==> config.mk <==
export PLATFORM = sky130hd
export DESIGN_NAME = maxpool_sched
export DESIGN_NICKNAME = d
export VERILOG_FILES = /design/src/rtl/maxpool_pkg.sv /design/src/rtl/maxpool_sched_addrgen.sv /design/src/rtl/maxpool_sched.sv
export SDC_FILE = /design/constraint.sdc
export NUM_CORES = 1
export LEC_CHECK = 0
export ABC_AREA = 1
export ABC_CLOCK_PERIOD_IN_PS = 1800
export CORE_MARGIN = 1.5
export CORE_UTILIZATION = 35
export CTS_CLUSTER_DIAMETER = 60
export DETAILED_ROUTE_END_ITERATION = 10
export GPL_TIMING_DRIVEN = 0
export PLACE_DENSITY = 0.71
export REMOVE_ABC_BUFFERS = 1
export SETUP_SLACK_MARGIN = 0.3
export SLEW_MARGIN = 0
export SYNTH_ARGS = -nofsm -noshare
export SYNTH_HDL_FRONTEND = slang
export SYNTH_SLANG_ARGS = --single-unit
export TNS_END_PERCENT = 30
==> constraint.sdc <==
create_clock -name clk -period 1.8 [get_ports clk]
set_input_delay 0.18 -clock clk [delete_from_list [all_inputs] [get_ports clk]]
set_output_delay 0.18 -clock clk [all_outputs]
set_load 0.05 [all_outputs]
==> src/rtl/maxpool_pkg.sv <==
// Shared definitions for the max-pool layer sequencer: FSM state encoding,
// the drain timeout, and helpers that derive per-channel pixel and output counts
// from the module's map size and window size.
package maxpool_pkg;

    typedef enum logic [2:0] {
        ST_IDLE   = 3'd0,
        ST_CLR    = 3'd1,
        ST_STREAM = 3'd2,
        ST_DRAIN  = 3'd3,
        ST_NEXT   = 3'd4,
        ST_DONE   = 3'd5
    } state_t;

    // Cycles to wait for the last pooled results before flagging an error.
    localparam int DRAIN_MAX = 4;

    // Input pixels per channel (PIX_PER_CH).
    function automatic int pix_per_ch(input int if_size);
        return if_size * if_size;
    endfunction

    // Pooled outputs per channel (OUT_PER_CH).
    function automatic int out_per_ch(input int if_size, input int p_size);
        return (if_size / p_size) * (if_size / p_size);
    endfunction

endpackage

==> src/rtl/maxpool_sched_addrgen.sv <==
// Raster read-address generator for one channel of the max-pool sequencer.
// Tracks the column and linear pixel address (row*IF_SIZE+col kept incrementally),
// flags the final pixel, and with MAXPOOL_SCHED_ROWGAP_EN defined produces a
// one-cycle gap after the last read of every row.
module maxpool_sched_addrgen
    import maxpool_pkg::*;
#(
    parameter int IF_SIZE = 28,
    parameter int ADDR_W  = 10
) (
    input  logic              clk,
    input  logic              rst,
    input  logic              clr,
    input  logic              adv,
    output logic [ADDR_W-1:0] addr,
    output logic              last_pix,
    output logic              gap,
    output logic              all_issued
);

    localparam int PIX_PER_CH = pix_per_ch(IF_SIZE);
    localparam int COL_W      = (IF_SIZE > 2) ? $clog2(IF_SIZE) : 1;

    logic [COL_W-1:0]  col_reg;
    logic [ADDR_W-1:0] addr_reg;
    logic              all_issued_reg;
    logic              row_end;

    assign row_end    = (col_reg == COL_W'(IF_SIZE - 1));
    assign last_pix   = (addr_reg == ADDR_W'(PIX_PER_CH - 1));
    assign addr       = addr_reg;
    assign all_issued = all_issued_reg;

    // Advance column/address on every issued read; park on the final pixel.
    always_ff @(posedge clk) begin
        if (rst || clr) begin
            col_reg        <= '0;
            addr_reg       <= '0;
            all_issued_reg <= 1'b0;
        end else if (adv) begin
            if (last_pix) begin
                all_issued_reg <= 1'b1;
            end else begin
                addr_reg <= addr_reg + ADDR_W'(1);
                col_reg  <= row_end ? '0 : col_reg + COL_W'(1);
            end
        end
    end

`ifdef MAXPOOL_SCHED_ROWGAP_EN
    logic gap_reg;

    // Block the read slot right after each row's last read.
    always_ff @(posedge clk) begin
        if (rst || clr) begin
            gap_reg <= 1'b0;
        end else begin
            gap_reg <= adv & row_end;
        end
    end

    assign gap = gap_reg;
`else
    assign gap = 1'b0;
`endif

endmodule

==> src/rtl/maxpool_sched.sv <==
// Per-layer sequencer for the streaming 2x2 max-pool unit. Streams each
// channel's feature map from the layer buffer in raster order, drives the
// time-shared pool unit, and writes pooled results to the output buffer.
// Optional build macro: MAXPOOL_SCHED_ROWGAP_EN inserts a one-cycle read gap
// after the last pixel of every input row.
module maxpool_sched
    import maxpool_pkg::*;
#(
    parameter int BW      = 16,
    parameter int IF_SIZE = 28,
    parameter int P_SIZE  = 2,
    parameter int N_CH    = 3,
    parameter int ADDR_W  = 10,
    parameter int OADDR_W = 8,
    parameter int CH_W    = 2
) (
    input  logic               clk,
    input  logic               rst,
    input  logic               i_start,
    input  logic               i_hold,
    output logic               o_busy,
    output logic               o_done,
    output logic               o_err,
    output logic               o_rd_en,
    output logic [CH_W-1:0]    o_rd_ch,
    output logic [ADDR_W-1:0]  o_rd_addr,
    input  logic [BW-1:0]      i_rd_data,
    output logic               o_pool_rst,
    output logic               o_pool_ce,
    output logic [BW-1:0]      o_pool_data,
    input  logic [BW-1:0]      i_pool_data,
    input  logic               i_pool_valid,
    output logic               o_wr_en,
    output logic [CH_W-1:0]    o_wr_ch,
    output logic [OADDR_W-1:0] o_wr_addr,
    output logic [BW-1:0]      o_wr_data
);

    localparam int OUT_PER_CH = out_per_ch(IF_SIZE, P_SIZE);
    // One extra bit so the count can reach OUT_PER_CH itself.
    localparam int CNT_W      = OADDR_W + 1;

    state_t            state_reg, state_next;
    logic [CH_W-1:0]   ch_reg;
    logic [CNT_W-1:0]  wr_cnt_reg;
    logic [2:0]        drain_cnt_reg;
    logic              err_reg;
    logic              ce_reg;

    logic              rd_en;
    logic              stream_end;
    logic              wr_full;
    logic              drain_timeout;
    logic              pool_hit;
    logic              wr_en;
    logic              start_ok;
    logic [ADDR_W-1:0] rd_addr;
    logic              last_pix;
    logic              gap;
    logic              all_issued;

    maxpool_sched_addrgen #(
        .IF_SIZE (IF_SIZE),
        .ADDR_W  (ADDR_W)
    ) u_addrgen (
        .clk        (clk),
        .rst        (rst),
        .clr        (state_reg == ST_CLR),
        .adv        (rd_en),
        .addr       (rd_addr),
        .last_pix   (last_pix),
        .gap        (gap),
        .all_issued (all_issued)
    );

    assign start_ok      = (state_reg == ST_IDLE) && i_start;
    assign rd_en         = (state_reg == ST_STREAM) && !i_hold && !gap && !all_issued;
    assign wr_full       = (wr_cnt_reg == CNT_W'(OUT_PER_CH));
    assign drain_timeout = (drain_cnt_reg == 3'(DRAIN_MAX - 1)) && !wr_full;
    assign pool_hit      = i_pool_valid && ce_reg;
    // Results beyond one channel's output count are dropped, not written.
    assign wr_en         = pool_hit && !wr_full;

`ifdef MAXPOOL_SCHED_ROWGAP_EN
    // The final read is followed by its row gap cycle before leaving STREAM.
    assign stream_end = all_issued;
`else
    assign stream_end = rd_en && last_pix;
`endif

    // State register.
    always_ff @(posedge clk) begin
        if (rst) begin
            state_reg <= ST_IDLE;
        end else begin
            state_reg <= state_next;
        end
    end

    // Next-state logic.
    always_comb begin
        state_next = state_reg;
        unique case (state_reg)
            ST_IDLE:   if (i_start) state_next = ST_CLR;
            ST_CLR:    state_next = ST_STREAM;
            ST_STREAM: if (stream_end) state_next = ST_DRAIN;
            ST_DRAIN:  if (wr_full || drain_timeout) state_next = ST_NEXT;
            ST_NEXT:   state_next = (ch_reg == CH_W'(N_CH - 1)) ? ST_DONE : ST_CLR;
            ST_DONE:   state_next = ST_IDLE;
            default:   state_next = ST_IDLE;
        endcase
    end

    // Channel index: zeroed on accepted start, stepped between channels.
    always_ff @(posedge clk) begin
        if (rst || start_ok) begin
            ch_reg <= '0;
        end else if (state_reg == ST_NEXT && ch_reg != CH_W'(N_CH - 1)) begin
            ch_reg <= ch_reg + CH_W'(1);
        end
    end

    // Output write counter, restarted for every channel.
    always_ff @(posedge clk) begin
        if (rst || state_reg == ST_CLR) begin
            wr_cnt_reg <= '0;
        end else if (wr_en) begin
            wr_cnt_reg <= wr_cnt_reg + CNT_W'(1);
        end
    end

    // Cycles spent in DRAIN, bounding the wait for trailing results.
    always_ff @(posedge clk) begin
        if (rst || state_reg != ST_DRAIN) begin
            drain_cnt_reg <= '0;
        end else begin
            drain_cnt_reg <= drain_cnt_reg + 3'd1;
        end
    end

    // Sticky error: missing results at drain timeout or surplus results.
    always_ff @(posedge clk) begin
        if (rst || start_ok) begin
            err_reg <= 1'b0;
        end else if ((state_reg == ST_DRAIN && drain_timeout) || (pool_hit && wr_full)) begin
            err_reg <= 1'b1;
        end
    end

    // Pool enable follows the read strobe by one cycle, lining up with read data.
    always_ff @(posedge clk) begin
        if (rst) begin
            ce_reg <= 1'b0;
        end else begin
            ce_reg <= rd_en;
        end
    end

    assign o_busy      = (state_reg != ST_IDLE);
    assign o_done      = (state_reg == ST_DONE);
    assign o_err       = err_reg;
    assign o_rd_en     = rd_en;
    assign o_rd_ch     = ch_reg;
    assign o_rd_addr   = rd_addr;
    assign o_pool_rst  = (state_reg == ST_CLR);
    assign o_pool_ce   = ce_reg;
    // The buffer registers its read data; it is valid exactly in the ce cycle.
    assign o_pool_data = ce_reg ? i_rd_data : '0;
    assign o_wr_en     = wr_en;
    assign o_wr_ch     = ch_reg;
    assign o_wr_addr   = wr_cnt_reg[OADDR_W-1:0];
    assign o_wr_data   = wr_en ? i_pool_data : '0;

endmodule
[Word level (Yosys, flattened, before mapping)]
Cells that the tools add are included.
Operators by class
  muxes and demuxes: 7
  equality and inequality tests: 14
  add/sub/neg operators: 4
  reductions and logical operators: 23
  bitwise operators: 1
Operators by type and width (number)
  two-way mux 16 bit: 2
  case mux 3 bit (5 select lines): 1
  two-way mux 3 bit: 4
  adder 10 x 1 -> 10 bit, second input constant: 1
  equality test 10 bit, second input constant: 1
  logical AND 1 bit: 10
  adder 9 x 1 -> 9 bit, second input constant: 1
  equality test 3 x 2 -> 1 bit, second input constant: 3
  equality test 9 x 8 -> 1 bit, second input constant: 1
  inequality test 2 bit, second input constant: 4
  equality test 3 bit, second input constant: 2
  logical OR 1 bit: 5
  AND reduction 2 bit: 2
  adder 3 x 1 -> 3 bit, second input constant: 1
  equality test 3 x 1 -> 1 bit, second input constant: 1
  logical NOT 1 bit: 3
  logical NOT 3 bit: 1
  inequality test 3 x 2 -> 1 bit, second input constant: 1
  AND reduction 3 bit: 1
  nonzero test 3 bit: 1
  adder 2 x 1 -> 2 bit, second input constant: 1
  equality test 2 bit, second input constant: 1
  NOT 1 bit: 1
Word-level totals
  input bits: 37
  logic and storage cells: 57
  output and inout port bits: 61
  register bits after elaboration: 30

[Longest topological paths before layout]
Gate-level depths: netlist of the first run.
  depth in word-level cells: 6
  mapped depth: 11
  gate-level depth less buffers: 11

[Modules after synthesis]
From an unflattened synthesis of the first run, not the netlist that was laid out.
Unflattened totals
  cell total of the unflattened synthesis: 325
  area total of the unflattened synthesis: 2042.0 um2
By module, submodules not included
  maxpool_sched: cells an instance 238, area an instance 1418.9 um2, times used 1, seq. area each 380.4 um2
  maxpool_sched_addrgen: cells an instance 87, area an instance 623.1 um2, times used 1, seq. area each 220.2 um2

[Worst setup path after synthesis of the first run]
OpenSTA, ideal clock, no wires.
  path type: reg-to-output
  start point: register ce_reg (netlist: o_pool_ce)
  end point: output port o_wr_data[10]
  buffers on the path: 2
  slack: -313 ps
  stages on the path, launching flop included: 7
  arrival time: 1933 ps
  cells stage by stage: dfxtp_1 buf_2 nand2_1 inv_1 nand2_4 buf_2 nor2_1
On the way
  word-level cells in the longest chain between the ends: 3
RTL lines
  from (decl): line maxpool_sched.sv:48  | logic ce_reg;
  from (signal assigned): line maxpool_sched.sv:155  | ce_reg <= rd_en;
  logical AND 1 bit: line maxpool_sched.sv:80  | assign pool_hit = i_pool_valid && ce_reg;
  logical AND 1 bit: line maxpool_sched.sv:82  | assign wr_en = pool_hit && !wr_full;
  two-way mux 16 bit: line maxpool_sched.sv:172  | assign o_wr_data = wr_en ? i_pool_data : '0;
  to (decl): line maxpool_sched.sv:36  | output logic [BW-1:0] o_wr_data
Every way passes these cells.

[Worst setup path after layout of the first run]
  start point: register u_addrgen.addr_reg[3] (netlist: u_addrgen.addr[3])
  end point: output port o_rd_addr[3]
RTL lines
  from (decl): line maxpool_sched_addrgen.sv:25  | logic [ADDR_W-1:0] addr_reg;
  from (signal assigned): line maxpool_sched_addrgen.sv:44  | addr_reg <= addr_reg + ADDR_W'(1);
  to (decl): line maxpool_sched.sv:26  | output logic [ADDR_W-1:0] o_rd_addr,
No word-level cell between the ends.

==> results of run 1 <==
through the flow:
step                TNS (ns)  utilization [%]
detailed placement     -7.76             53.2
global route               0             64.6
CTS                        0             60.8
floorplan              -7.94                -
global placement       -7.35             53.2
finish                     0             64.6
cell type report:
class	count	share of cell area (%)
repair inverters	1	0.214
repair buffers	120	34.2
well taps	72	2.56
inverters	66	7.33
flip-flops and latches	30	17.4
clock buffers	7	2.17
clock inverters	1	0.854
multi-input cells	201	35.2
path summary, 6_finish.rpt:
| path | to | slack (ns) |
|---|---|---|
| worst max-delay path | o_rd_addr[3] | 0.04 |
| worst min-delay path | drain_cnt_reg[0] | 0.42 |
| worst max register to register | state_reg[1] | 0.22 |
| worst min register to register | drain_cnt_reg[0] | 0.42 |
power by group through the flow:
| stage | combinational [mW] | clock, mW | sequential, mW |
|---|---|---|---|
| floorplan | 0.624 | 0 | 0.839 |
| global placement | 1.00 | 0 | 0.785 |
| detailed placement | 1.02 | 0 | 0.790 |
| CTS | 1.06 | 0.680 | 0.775 |
| global route | 1.33 | 0.719 | 0.788 |
| finish | 1.24 | 0.672 | 0.777 |
cell families (layout without fill, tap and decap cells):
family	Yosys count	after routing	share of synthesized area (%)
AOI/OAI and AO/OA	32	32	9.96
xor gates and xnor gates	6	6	2.68
adders and majority gates	6	6	3.83
buffers and inverters	82	195	19.0
DFF	30	30	30.7
and+or+nand+nor	155	157	33.8
metal layers:
metal	track usage [%]	part of all wire (%)	up-vias
met2	33.0	50	93
li1	-	-	1160
met3	6.35	8.5	18
met1	20.3	38	1013
met5	0	0	-
met4	8.00	2.8	0
repair_timing:
action                                  CTS  global route
resized for setup                       206            40
pin swaps                                 6            13
buffers inserted                         10            13
cloned                                    2             1
endpoints found under the setup margin   82            78
hold endpoints to repair                  0             0
cell usage in the layout, fill, tap and decap left out, types with 4 or more instances in the layout:
cell type / n
a21oi_1: 15
a21oi_2: 6
buf_4: 18
buf_6: 20
clkbuf_8: 5
clkdlybuf4s15_2: 7
clkdlybuf4s50_1: 55
dfxtp_1: 23
dfxtp_2: 6
dlygate4sd2_1: 13
inv_1: 59
inv_2: 4
nand2_1: 74
nand2_8: 5
nand3_1: 18
nor2_1: 25
nor2_4: 19
nor3_1: 5
==> impl_metrics.py, run 1 <==
metrics = {
    "floorplan": {
        "rows": 27,
        "core-area_um2": 5440,
        "initial_core_util_pct": 36.0,
        "die_w_um": 77.8,
        "io_pins": 98,
        "die_area_um2": 6060,
        "die-height_um": 77.8,
    },
    "detailed_routing": {
        "antenna_left": 0,
        "drt-total-wl_um": 5870,
        "routed_via_density": 4.59,
        "drt_iter0_drc": 117,
        "wire_per_inst_um": 11.8,
        "drc": 0,
        "first_pass_iters": 4,
        "vias": 2284,
    },
    "synth": {
        "synth_area_leaders": "dfxtp_1 (31%), nand2_1 (15%), inv_1 (12%)",
        "yosysMostFrequentCell": "nand2_1",
        "syn_area_per_cell_um2": 6.30,
        "yosysSeqAreaShare_pct": 30.7,
        "async_reset_ff_share_pct": 0,
        "synth_edf_count": 0,
        "synth_top_cell_area_share_pct": 30.7,
        "synthDistinctLibCells": 31,
        "synthesis.area_um2": 1960,
        "synth_ff_type": "dfxtp_1",
        "synth-seq-cells": 30,
        "synthCells": 311,
        "ys_warn_count": 0,
        "synth_top_area_cell": "dfxtp_1",
        "ys_top_cells_by_count": "nand2_1 (76), inv_1 (63), nor2_1 (42)",
    },
    "timing": {
        "hold_viol": 0,
        "slew_violations": 0,
        "worst_slack_ns": 0.0437,
        "tightest_slew_ns": 0.555,
        "max_freq_mhz": 569,
        "rsz0062_at_grt": "true",
        "setup_viol": 0,
        "hold_ws_ns": 0.424,
        "fin_crit_sh_pct": 97.6,
        "skew_ns": 0.00372,
        "max_slew_margin_pct": 62.9,
        "fin_crit_ns": 1.76,
    },
    "clock_network": {
        "cts_root_buf": "clkbuf_8",
        "clk_pin_slew_ns": 0.06,
        "cts_max_level": 2,
        "clock-sinks": 30,
        "postCtsHoldBufs": 0,
        "cts_tree": "built",
        "cts.path.max_buffers": 2,
        "clk-insertion-delay-late_ns": 0.28,
        "cts_buffers": 5,
    },
    "pwr": {
        "fin_total_pwr_mw": 2.69,
        "switchingPower_mw": 1.10,
        "powerDensity_nw_per_um2": 764,
        "power_leakage_nw": 1.64,
        "clockPowerShare_pct": 25.0,
        "pwr-share-seq_pct": 28.9,
        "intPower_mw": 1.58,
        "swShare_pct": 41.1,
        "peakVddDrop_mv": 0.556,
        "pwr-share-comb_pct": 46.0,
    },
    "grt": {
        "grt_pass1_vias": 2076,
        "overflow": 0,
        "grt_max_degree": 19,
        "groute.usage.overall_pct": 18.8,
        "antenna_found_initial": 0,
        "grt_pass1_wl_um": 9200,
    },
    "finish": {
        "nFillCells": 454,
        "largest_reg_flops": 10,
        "area_growth_pct": 79.4,
        "register_area_um2": 612,
        "drive_above_1_share_pct": 26.8,
        "final_nets": 468,
        "insertedDiodeCount": 0,
        "multi_input_area_um2": 1240,
        "fin_cells": 498,
        "fin_area_um2": 3510,
    },
    "critical_path": {
        "cp_data_arrival_time_ns": 1.58,
        "worstSetupStartpoint": "u_addrgen.addr[3]",
        "rr_worst_depth": 10,
        "worst-path-buf-inv": 1,
        "critical_path_class": "flip-flop to output pin",
        "slowest_delay_ns": 0.85,
        "crit_path_cell_trace": "clkdlybuf4s50_1",
        "cp-end-kind": "output pin",
        "crit_cells": 1,
        "critPathMaxFanout": 6,
        "critical_path.top_delay_family": "buffers and inverters",
        "cp_slowest_cell": "clkdlybuf4s50_1",
        "critical_path_required_ns": 1.62,
        "startpoint_type": "flip-flop",
        "worstReg2RegStart": "wr_cnt_reg[0]",
    },
    "placed_design": {
        "dp.cells": 464,
        "io_buffer_count": 97,
        "postPlaceCellArea_um2": 2900,
        "place_hpwl_um": 3720,
        "place_ws_ns": -0.491,
        "gp_congestion": 0.814,
    },
    "worst_hold_path": {
        "min_delay_path_depth": 1,
        "min_path_type": "flip-flop to flip-flop",
        "worstHoldStart": "drain_cnt_reg[0]",
    },
    "job": {
        "max-cap-violations": 0,
    },
    "run_status": {
        "outcome": "completed",
    },
}
Note: power is estimated with default switching activity, not from simulation.
==> inputs of run 2 (changes only) <==
--- a/config.mk
+++ b/config.mk
@@ -7,12 +7,13 @@
 export LEC_CHECK = 0
 export ABC_AREA = 1
 export ABC_CLOCK_PERIOD_IN_PS = 1800
+export CAP_MARGIN = 0
 export CORE_MARGIN = 1.5
 export CORE_UTILIZATION = 35
 export CTS_CLUSTER_DIAMETER = 60
 export DETAILED_ROUTE_END_ITERATION = 10
+export DONT_BUFFER_PORTS = 1
 export GPL_TIMING_DRIVEN = 0
-export PLACE_DENSITY = 0.71
 export REMOVE_ABC_BUFFERS = 1
 export SETUP_SLACK_MARGIN = 0.3
 export SLEW_MARGIN = 0
==> impl_metrics.py, run 2 (synthesis results as in run 1) <==
metrics = {
    "timing": {
        "slew_violations": 0,
        "hold_viol": 0,
        "setup_viol": 8,
        "tightest_slew_ns": 0.536,
        "max_slew_margin_pct": 64.1,
        "max_freq_mhz": 550,
        "fin_crit_ns": 1.82,
        "rsz0062_at_grt": "true",
        "fin_crit_sh_pct": 101,
        "skew_ns": 0.00504,
        "worst_slack_ns": -0.0198,
    },
    "detailed_routing": {
        "first_pass_iters": 4,
        "vias": 1849,
        "antenna_left": 0,
        "drt-total-wl_um": 4840,
        "drc": 0,
        "routed_via_density": 4.80,
        "drt_iter0_drc": 75,
        "wire_per_inst_um": 12.6,
    },
    "floorplan": {
        "die-height_um": 77.8,
        "core-area_um2": 5440,
        "die_area_um2": 6060,
        "io_pins": 98,
        "initial_core_util_pct": 36.0,
        "rows": 27,
        "die_w_um": 77.8,
    },
    "critical_path": {
        "critical_path_required_ns": 1.62,
        "critical_path_class": "flip-flop to output pin",
        "cp_data_arrival_time_ns": 1.64,
        "startpoint_type": "flip-flop",
        "cp-end-kind": "output pin",
        "worstSetupStartpoint": "wr_cnt_reg[1]",
        "critPathMaxFanout": 7,
        "worstReg2RegStart": "wr_cnt_reg[1]",
    },
    "placed_design": {
        "gp_congestion": 0.808,
        "io_buffer_count": 0,
        "dp.cells": 367,
        "place_ws_ns": -0.645,
        "place_hpwl_um": 3030,
    },
    "clock_network": {
        "cts.path.max_buffers": 2,
        "clock-sinks": 30,
        "cts_max_level": 2,
        "cts_root_buf": "clkbuf_8",
        "cts_tree": "built",
        "clk_pin_slew_ns": 0.07,
        "clk-insertion-delay-late_ns": 0.28,
        "cts_buffers": 5,
    },
    "pwr": {
        "power_leakage_nw": 1.09,
        "powerDensity_nw_per_um2": 916,
        "peakVddDrop_mv": 0.467,
    },
    "run_status": {
        "outcome": "complete, but fails checks",
        "violations": "setup timing",
    },
    "finish": {
        "final_nets": 355,
        "area_growth_pct": 33.5,
        "drive_above_1_share_pct": 36.7,
        "largest_reg_flops": 10,
        "fin_cells": 385,
        "mostFrequentLayoutCells": "nand2_1 (66), inv_1 (49), nor2_4 (22)",
        "insertedDiodeCount": 0,
        "layout_commonest_cell": "nand2_1",
    },
    "worst_hold_path": {
        "worstHoldStart": "i_start",
        "min_path_type": "primary input to flip-flop",
    },
    "grt": {
        "grt_pass1_vias": 1759,
        "grt_max_degree": 15,
        "antenna_found_initial": 0,
        "groute.usage.overall_pct": 16.2,
        "grt_pass1_wl_um": 7850,
        "overflow": 0,
    },
    "job": {
        "max-cap-violations": 0,
    },
}
## run 2: cell count changes in the layout (fill, tap and decap cells not counted), moves of 10 or more
| cell | previous run | this run |
|---|---|---|
| clkdlybuf4s50_1 | 55 | 0 |
| inv_1 | 59 | 49 |
| buf_4 | 18 | 6 |
| dlygate4sd2_1 | 13 | 0 |
| dfxtp_1 | 23 | 6 |
| buf_6 | 20 | 0 |
| dfxtp_4 | 1 | 18 |
## run 2: critical path, cell delays in order, from the launching register on
cell and delay [ns]:
dfxtp_4 0.47, inv_4 0.05, ha_4 0.16, nand2_4 0.06, nor2_4 0.05, nand2_8 0.11
nand2_8 0.12, nor2_4 0.30
## run 2: path summary, 6_finish.rpt
| path | depth (start not counted) | end | slack, ns |
|---|---|---|---|
| setup / recovery | 7 | o_wr_data[11] | -0.02 |
| hold / removal | 2 | state_reg[1] | 0.06 |
| setup reg to reg | 10 | wr_cnt_reg[7] | 0.11 |
| hold reg to reg | 1 | drain_cnt_reg[0] | 0.42 |
## run 2: stage by stage
step / utilization (%) / area [um^2] / hold WS [ns] / setup TNS, ns / power [mW]
finish: 48.1 / 2620 / 0.0567 / -0.120 / 2.39
global route: 48.1 / 2620 / 0.0513 / -0.754 / 2.54
CTS: 45.7 / 2490 / 0.0759 / -0.123 / 2.32
detailed placement: 35.4 / 1920 / 0.258 / -16.37 / 1.56
global placement: 35.4 / 1920 / 0.254 / -15.16 / 1.56
floorplan: - / 1830 / 0.252 / -7.94 / 1.46
## run 2: routing by layer
metal / GRT usage (%) / routed length, um / vias up
li1: - / - / 935
met3: 4.59 / 334 / 11
met2: 29.6 / 2560 / 76
met5: 0 / 0 / -
met4: 5.82 / 63 / 0
met1: 17.6 / 1880 / 827
## run 2: final cells by class
type	instances	area (um^2)
well taps	72	90.1
clock buffers	6	82.6
fillers	511	2820
clock inverters	2	12.5
repair buffers	8	60.1
multi-input cells	201	1370
flip-flops and latches	30	676
inverters	66	322
## run 2: repair_timing
| item | 4_1_cts | 5_1_grt |
|---|---|---|
| hold buffers | 1 | 0 |
| setup endpoints to repair | 61 | 50 |
| setup buffers | 7 | 0 |
| pin swaps | 17 | 34 |
| hold endpoints to repair | 2 | 0 |
| resized for setup | 116 | 35 |
| gates cloned | 2 | 0 |
## run 2: where the power goes
part,switching (mW),internal [mW]
clock network,0.271,0.307
logic,0.721,0.221
registers,0.160,0.714
